`src/rtl/timer_pkg.sv`:
```
// rtl/timer_pkg.sv - shared state encoding and sizing helper for countdown_timer
package timer_pkg;

    typedef enum logic [1:0] {
        ST_IDLE = 2'd0,
        ST_RUN  = 2'd1,
        ST_HOLD = 2'd2,
        ST_DONE = 2'd3
    } state_t;

    function automatic int prescale_width(input int p);
        return ($clog2(p) < 1) ? 1 : $clog2(p);
    endfunction

endpackage

```
`src/rtl/prescaler_div.sv`:
```
// rtl/prescaler_div.sv - divides qualified strobes by PRESCALE, emitting a tick on the last one
module prescaler_div
    import timer_pkg::*;
#(
    parameter int PRESCALE = 1
) (
    input  logic clk,
    input  logic rst,
    input  logic clr,
    input  logic en,
    output logic tick
);

    localparam int            PW   = prescale_width(PRESCALE);
    localparam logic [PW-1:0] LAST = PW'(PRESCALE - 1);

    logic [PW-1:0] cnt;

    assign tick = en & (cnt == LAST);

    always_ff @(posedge clk or negedge rst) begin
        if (!rst) begin
            cnt <= '0;
        end else if (clr) begin
            cnt <= '0;
        end else if (en) begin
            cnt <= tick ? '0 : cnt + PW'(1);
        end
    end

endmodule

```
`src/rtl/countdown_timer.sv`:
```
// rtl/countdown_timer.sv - loadable down-counter with run/hold/done sequencing and prescaled decrement
module countdown_timer
    import timer_pkg::*;
#(
    parameter int W           = 8,
    parameter int PRESCALE    = 1,
    parameter int AUTO_RELOAD = 0
) (
    input  logic         clk,
    input  logic         rst,
    input  logic         load,
    input  logic [W-1:0] load_val,
    input  logic         start,
    input  logic         pause,
    input  logic         decr,
    output logic [W-1:0] q,
    output logic         busy,
    output logic         done
);

    state_t       state, state_nxt;
    logic [W-1:0] reload;
    logic         run_en;
    logic         tick;
    logic         expire;
    logic         reload_ok;
    logic         start_go;
    logic         start_zero;

    // Higher-priority load/pause block the strobe before it reaches the divider.
    assign run_en     = (state == ST_RUN) & decr & ~pause & ~load;
    assign expire     = tick & (q == W'(1));
    assign reload_ok  = (AUTO_RELOAD != 0) && (reload != '0);
    assign start_go   = ~load & ~pause & start;
    assign start_zero = (state == ST_IDLE) & start_go & (q == '0);
    assign busy       = (state == ST_RUN) || (state == ST_HOLD);

    prescaler_div #(
        .PRESCALE(PRESCALE)
    ) u_div (
        .clk  (clk),
        .rst  (rst),
        .clr  (load),
        .en   (run_en),
        .tick (tick)
    );

    always_comb begin
        state_nxt = state;
        if (load) begin
            state_nxt = ST_IDLE;
        end else begin
            case (state)
                ST_IDLE: if (start_go) state_nxt = (q == '0) ? ST_DONE : ST_RUN;
                ST_RUN: begin
                    if (pause)                       state_nxt = ST_HOLD;
                    else if (expire && !reload_ok)   state_nxt = ST_DONE;
                end
                ST_HOLD: if (start_go) state_nxt = ST_RUN;
                default: state_nxt = state;
            endcase
        end
    end

    always_ff @(posedge clk or negedge rst) begin
        if (!rst) state <= ST_IDLE;
        else      state <= state_nxt;
    end

    always_ff @(posedge clk or negedge rst) begin
        if (!rst) begin
            q      <= '0;
            reload <= '0;
            done   <= 1'b0;
        end else if (load) begin
            q      <= load_val;
            reload <= load_val;
            done   <= 1'b0;
        end else begin
            // A reload of 1 could expire every cycle; the pulse is kept isolated.
            done <= (expire | start_zero) & ~done;
            if (tick && q != '0) begin
                q <= (expire && reload_ok) ? reload : q - W'(1);
            end
        end
    end

endmodule

```
`config.mk`:
```
export PLATFORM = sky130hd
export DESIGN_NAME = countdown_timer
export DESIGN_NICKNAME = d
export VERILOG_FILES = /design/src/rtl/timer_pkg.sv /design/src/rtl/prescaler_div.sv /design/src/rtl/countdown_timer.sv
export SDC_FILE = /design/constraint.sdc
export NUM_CORES = 1
export LEC_CHECK = 0
export CORE_ASPECT_RATIO = 1.1
export CORE_UTILIZATION = 40
export DETAILED_ROUTE_END_ITERATION = 8
export GPL_ROUTABILITY_DRIVEN = 0
export PLACE_DENSITY = 0.73
export SLEW_MARGIN = 25
export SYNTH_ARGS = -nofsm -noshare
export SYNTH_HDL_FRONTEND = slang
export SYNTH_SLANG_ARGS = --single-unit
```
`constraint.sdc`:
```
create_clock -name clk -period 4.5 [get_ports clk]
set_clock_uncertainty 0.1 [all_clocks]
set_input_delay 0.9 -clock clk [delete_from_list [all_inputs] [get_ports clk]]
set_output_delay 0.9 -clock clk [all_outputs]
set_load 0.02 [all_outputs]
```
==> metrics.txt, run 1 <==
status completed; Final Power 301 µW; DR vias/cell 5.34; startpoint types register; critical path endpoint category output port; hold_ws 0.346 ns; Final Hold Vio Count 0; Core Footprint 1860 µm²; final non-filler cell total 137; placed cell count 133; NumNets Final 131; largest net degree at the start of global routing 18; wire length per cell 12.9 µm; number of setup violations in the final report 0; mapped cell area 826 µm²; Cells after Synth 86; port bufs 23; Initial DRC Count 7; DRC Markers 0; RSZ-0062 raised after global routing false; Yosys Warn Count 0; CP peak stage delay 0.62 ns; total area of sequential cells 300 µm²; Syn Nets 106; Post-Syn Area per Cell 9.60 µm²; TritonCTS clock tree built; peak supply drop 0.000194 V; fillcell total 164; Worst EP arrival 1.67 ns; gr ovfl total 0; Detailed Route WL 1770 µm; initial antenna violation count 0; Final Slew Violations 0; # diodes 0; worst min path class register to register; Detailed Routing Iterations Pass 1 4; chip height 49.7 µm; Setup CP Type register to output port; Tcrit/Tclk final 0.593; Slew Limit Headroom 0.621; CTS Buf Count 3; Worst Path Required 3.50 ns; standard-cell rows 16; setup tns final 0 ns; Via Count 732; CTS max path bufs 2; postcts setup bufs 0; post-cts sizing count 0; Die X 45.3 µm; Worst Tran Pin Value 0.566 ns; Layout area overhead 34.2%; CP max-delay cell clkdlybuf4s50_1; post-route ant nets 0; first-pass GRT wire length 3160 µm; vias in the first global route 684; Cell variety after synth 37; layout cells sized above 1 0.100; ys async rst share 1.00; Hold Buf Count CTS 0; Post-synth EDFFs 0; Die Area 2250 µm²; post-synthesis sequential area ratio 0.364; Hold Crit Start done$_DFF_PN0_; fin crit period 2.67 ns; crit path max fanout 4; Sinks on Clock Net 12; Worst-Skew Late Latency 0.27 ns; crit-path cells inv_1 > ha_1 > clkdlybuf4s50_1; Pleak 0.430 nW; CP Launch Point state[0]$_DFFE_PN0P_; Worst-path clk slew 0.08 ns; Starting Density 0.444; htree depth 1; RR Startpoint q[0]$_DFFE_PN0P_; Root Driver clkbuf_4; Tot GR Track Use 0.191; Post-synth top flop dfrtp_1; most frequent cells in the layout 23 x clkdlybuf4s50_1, 13 x nand2_1, 12 x dfrtp_1; number of synthesized register bits 12; achievable frequency 0.375 GHz; HPWL after DPL 1360 µm; most common cell after layout, fill and taps aside clkdlybuf4s50_1; Pwr Density 272 nW/µm²; area of the multi-input gates 478 µm²; Max Cap Viol 0; io pins 24
cells by family (layout without fill, tap and decap cells):
family                   after synthesis  after routing  synth area share
flip-flops                            12             12             0.364
buffers and inverters                 10             34            0.0576
XOR/XNOR                               6              6            0.0636
multiplexers                           2              2            0.0258
adder cells (fa/ha/maj)                6              6            0.0909
AO/OA/AOI/OAI                         21             21             0.212
AND/OR/NAND/NOR                       29             29             0.186
sequential cells by signal (all words and copies together) (netlist names):
signal,cells
u_div.cnt,1
q,8
state,2
done,1
critical path: cells and delay by family (launching register included):
family | cells | cell delay, ns
fa+ha+maj | 1 | 0.35
flops | 1 | 0.35
buf+inv | 2 | 0.70
layer usage:
layer	track usage	share of wire	vias up
li1	-	-	367
met4	0.0657	0.014	0
met5	0	0	-
met1	0.263	0.46	343
met3	0.0440	0.041	4
met2	0.287	0.49	18
stage by stage:
step | area (µm²) | setup WS (ns) | util
global route | 1110 | 1.75 | 0.595
global placement | 1070 | 1.60 | 0.576
finish | 1110 | 1.83 | 0.595
detailed placement | 1070 | 1.58 | 0.576
floorplan | 826 | 2.42 | -
CTS | 1110 | 1.82 | 0.595
worst paths after layout:
kind,to,slack [ns],cells past startpoint
worst max-delay path,busy,1.83,3
worst min-delay path,done$_DFF_PN0_,0.35,1
worst max register to register,q[7]$_DFFE_PN0P_,2.34,6
worst min register to register,done$_DFF_PN0_,0.35,1
max in group asynchronous,q[0]$_DFFE_PN0P_,3.05,1
min in group asynchronous,state[1]$_DFFE_PN0P_,0.89,1
final cells by class:
class	count	area share
well taps	27	0.0305
repair buffers	24	0.214
flip-flops and latches	12	0.271
inverters	6	0.0203
clock buffers	4	0.0327
multi-input cells	64	0.431
Yosys cell counts, types with 3 or more instances:
master     count  area, µm²
o21ai_0        4       20.0
nand2_1       13       48.8
xor2_1         4       35.0
nor2_1         3       11.3
dfrtp_1       12        300
inv_1          6       22.5
o2111ai_1      3       26.3
ha_1           6       75.1
where the power goes:
| part | internal (mW) | total (mW) | switching, mW |
|---|---|---|---|
| clock | 0.0492 | 0.0859 | 0.0367 |
| combinational | 0.0428 | 0.0866 | 0.0439 |
| sequential | 0.116 | 0.129 | 0.0127 |
Note: power is estimated with default switching activity, not from simulation.
==> run 2, diff against run 1 <==
==> constraint.sdc (replaced) <==
create_clock -name clk -period 2.75 [get_ports clk]
set_clock_uncertainty 0.1 [all_clocks]
set_input_delay 0.55 -clock clk [delete_from_list [all_inputs] [get_ports clk]]
set_output_delay 0.55 -clock clk [all_outputs]
set_load 0.02 [all_outputs]
==> metrics.txt, run 2 (synthesis results as in run 1) <==
worst setup margin 0.420 ns (-1.41 ns); Die X 45.3 µm (unchanged); Worst-path clk slew 0.07 ns (about the same); Core Footprint 1860 µm² (unchanged); wire length per cell 13.7 µm (+5.7%); post-cts sizing count 0 (unchanged); worst min path class register to register; crit path max fanout 4 (unchanged); layout cells sized above 1 0.100 (unchanged); Hold Buf Count CTS 0 (unchanged); most frequent cells in the layout 23 x clkdlybuf4s50_1, 13 x nand2_1, 12 x dfrtp_1; dpl ws 0.501 ns (-1.08 ns); Die Area 2250 µm² (unchanged); status completed; Biggest register q; Detailed Routing Iterations Pass 1 4 (unchanged); postcts setup bufs 0 (unchanged); startpoint types register; chip height 49.7 µm (unchanged); Detailed Route WL 1880 µm (+5.7%); critical path endpoint category output port; depth of the most critical reg-to-reg path 6 (unchanged); gr ovfl total 0 (unchanged); Max Cap Viol 0 (unchanged); achievable frequency 0.429 GHz; register share of total power 0.456 (+0.029); setup tns final 0 ns (unchanged); Worst Path Required 2.10 ns (-1.40 ns); htree depth 1 (unchanged); hold depth 1 (unchanged); Sinks on Clock Net 12 (unchanged); Final Slew Violations 0 (unchanged); Worst Tran Pin Value 0.564 ns (-0.00201 ns); Root Driver clkbuf_4; most common cell after layout, fill and taps aside clkdlybuf4s50_1; largest registers q x8, state x2; Layout area overhead 33.5%; fin crit period 2.33 ns; number of setup violations in the final report 0 (unchanged); Pwr Density 419 nW/µm² (+54%); Switching Share 0.325 (+0.0152); port bufs 23 (unchanged); NumNets Final 132 (+0.76%); Worst EP arrival 1.68 ns (about the same); io pins 24 (unchanged); clock power share 0.232 (-0.053); CTS Buf Count 3 (unchanged); Internal Pwr Total 311 µW (+50%); standard-cell rows 16 (unchanged); peak supply drop 0.000313 V (+61%); CTS max path bufs 2 (unchanged); post-route ant nets 0 (unchanged); max reg flops 8 (unchanged); # diodes 0 (unchanged); total area of sequential cells 300 µm² (unchanged); RSZ-0062 raised after global routing false; Final Hold Vio Count 0 (unchanged); Slew Limit Headroom 0.623 (+0.00134); Setup CP Type register to output port; TritonCTS clock tree built; largest net degree at the start of global routing 17 (-1); Starting Density 0.444 (unchanged); DR vias/cell 5.50 (+3.0%); logic gate share of total power 0.312 (+0.024); vias in the first global route 676 (-1.2%); Initial DRC Count 18 (+11); Tcrit/Tclk final 0.847; Worst-Skew Late Latency 0.27 ns (about the same); first-pass GRT wire length 3130 µm (-1.1%); HPWL after DPL 1390 µm (+2.3%); Tot GR Track Use 0.189 (-0.00208); P_sw 150 µW (+61%); area of the multi-input gates 478 µm² (unchanged); Via Count 754 (+3.0%); initial antenna violation count 0 (unchanged); fillcell total 163 (-0.61%); DRC Markers 0 (unchanged); post-layout util 0.592 (-0.00336); Pleak 0.427 nW (-0.55%)
==> run 2: final cells by class <==
class / count / area share
Inverter: 6 / 0.0204
Sequential cell: 12 / 0.272
Timing Repair Buffer: 25 / 0.222
Tap cell: 27 / 0.0306
Clock buffer: 3 / 0.0204
Multi-Input combinational cell: 64 / 0.434
==> run 2: worst paths after layout <==
| path | start | slack [ns] | to |
|---|---|---|---|
| setup / recovery | state[1]$_DFFE_PN0P_ | 0.42 | busy |
| setup reg to reg | q[0]$_DFFE_PN0P_ | 0.58 | q[7]$_DFFE_PN0P_ |
| hold reg to reg | done$_DFF_PN0_ | 0.35 | done$_DFF_PN0_ |
| hold / removal | done$_DFF_PN0_ | 0.35 | done$_DFF_PN0_ |
| max in group asynchronous | rst | 1.64 | q[7]$_DFFE_PN0P_ |
| min in group asynchronous | rst | 0.53 | u_div.cnt$_DFFE_PN0P_ |
==> run 2: layer usage <==
| metal | track usage | up-vias | part of all wire |
|---|---|---|---|
| met1 | 0.257 | 361 | 0.45 |
| met5 | 0 | - | 0 |
| met3 | 0.0220 | 5 | 0.053 |
| met4 | 0.0909 | 0 | 0.021 |
| li1 | - | 362 | - |
| met2 | 0.290 | 26 | 0.48 |
==> run 2: critical path: stages, from the launching register on <==
cell and delay [ns]:
dfrtp_1 0.39, inv_1 0.08, ha_1 0.33, clkdlybuf4s50_1 0.61
==> run 2: stage by stage <==
stage	power [mW]	cell area, µm²	cells	hold slack (ns)
floorplan	0.292	826	86	0.154
global placement	0.354	1080	134	0.348
detailed placement	0.356	1080	134	0.349
CTS	0.465	1100	137	0.361
global route	0.489	1100	137	0.368
finish	0.461	1100	137	0.350
==> run 2: power by group through the flow <==
stage	Combinational [mW]	Sequential, mW	Clock, mW
floorplan	0.0684	0.223	0
global placement	0.142	0.212	0
detailed placement	0.143	0.213	0
CTS	0.144	0.210	0.111
global route	0.156	0.213	0.120
finish	0.144	0.210	0.107
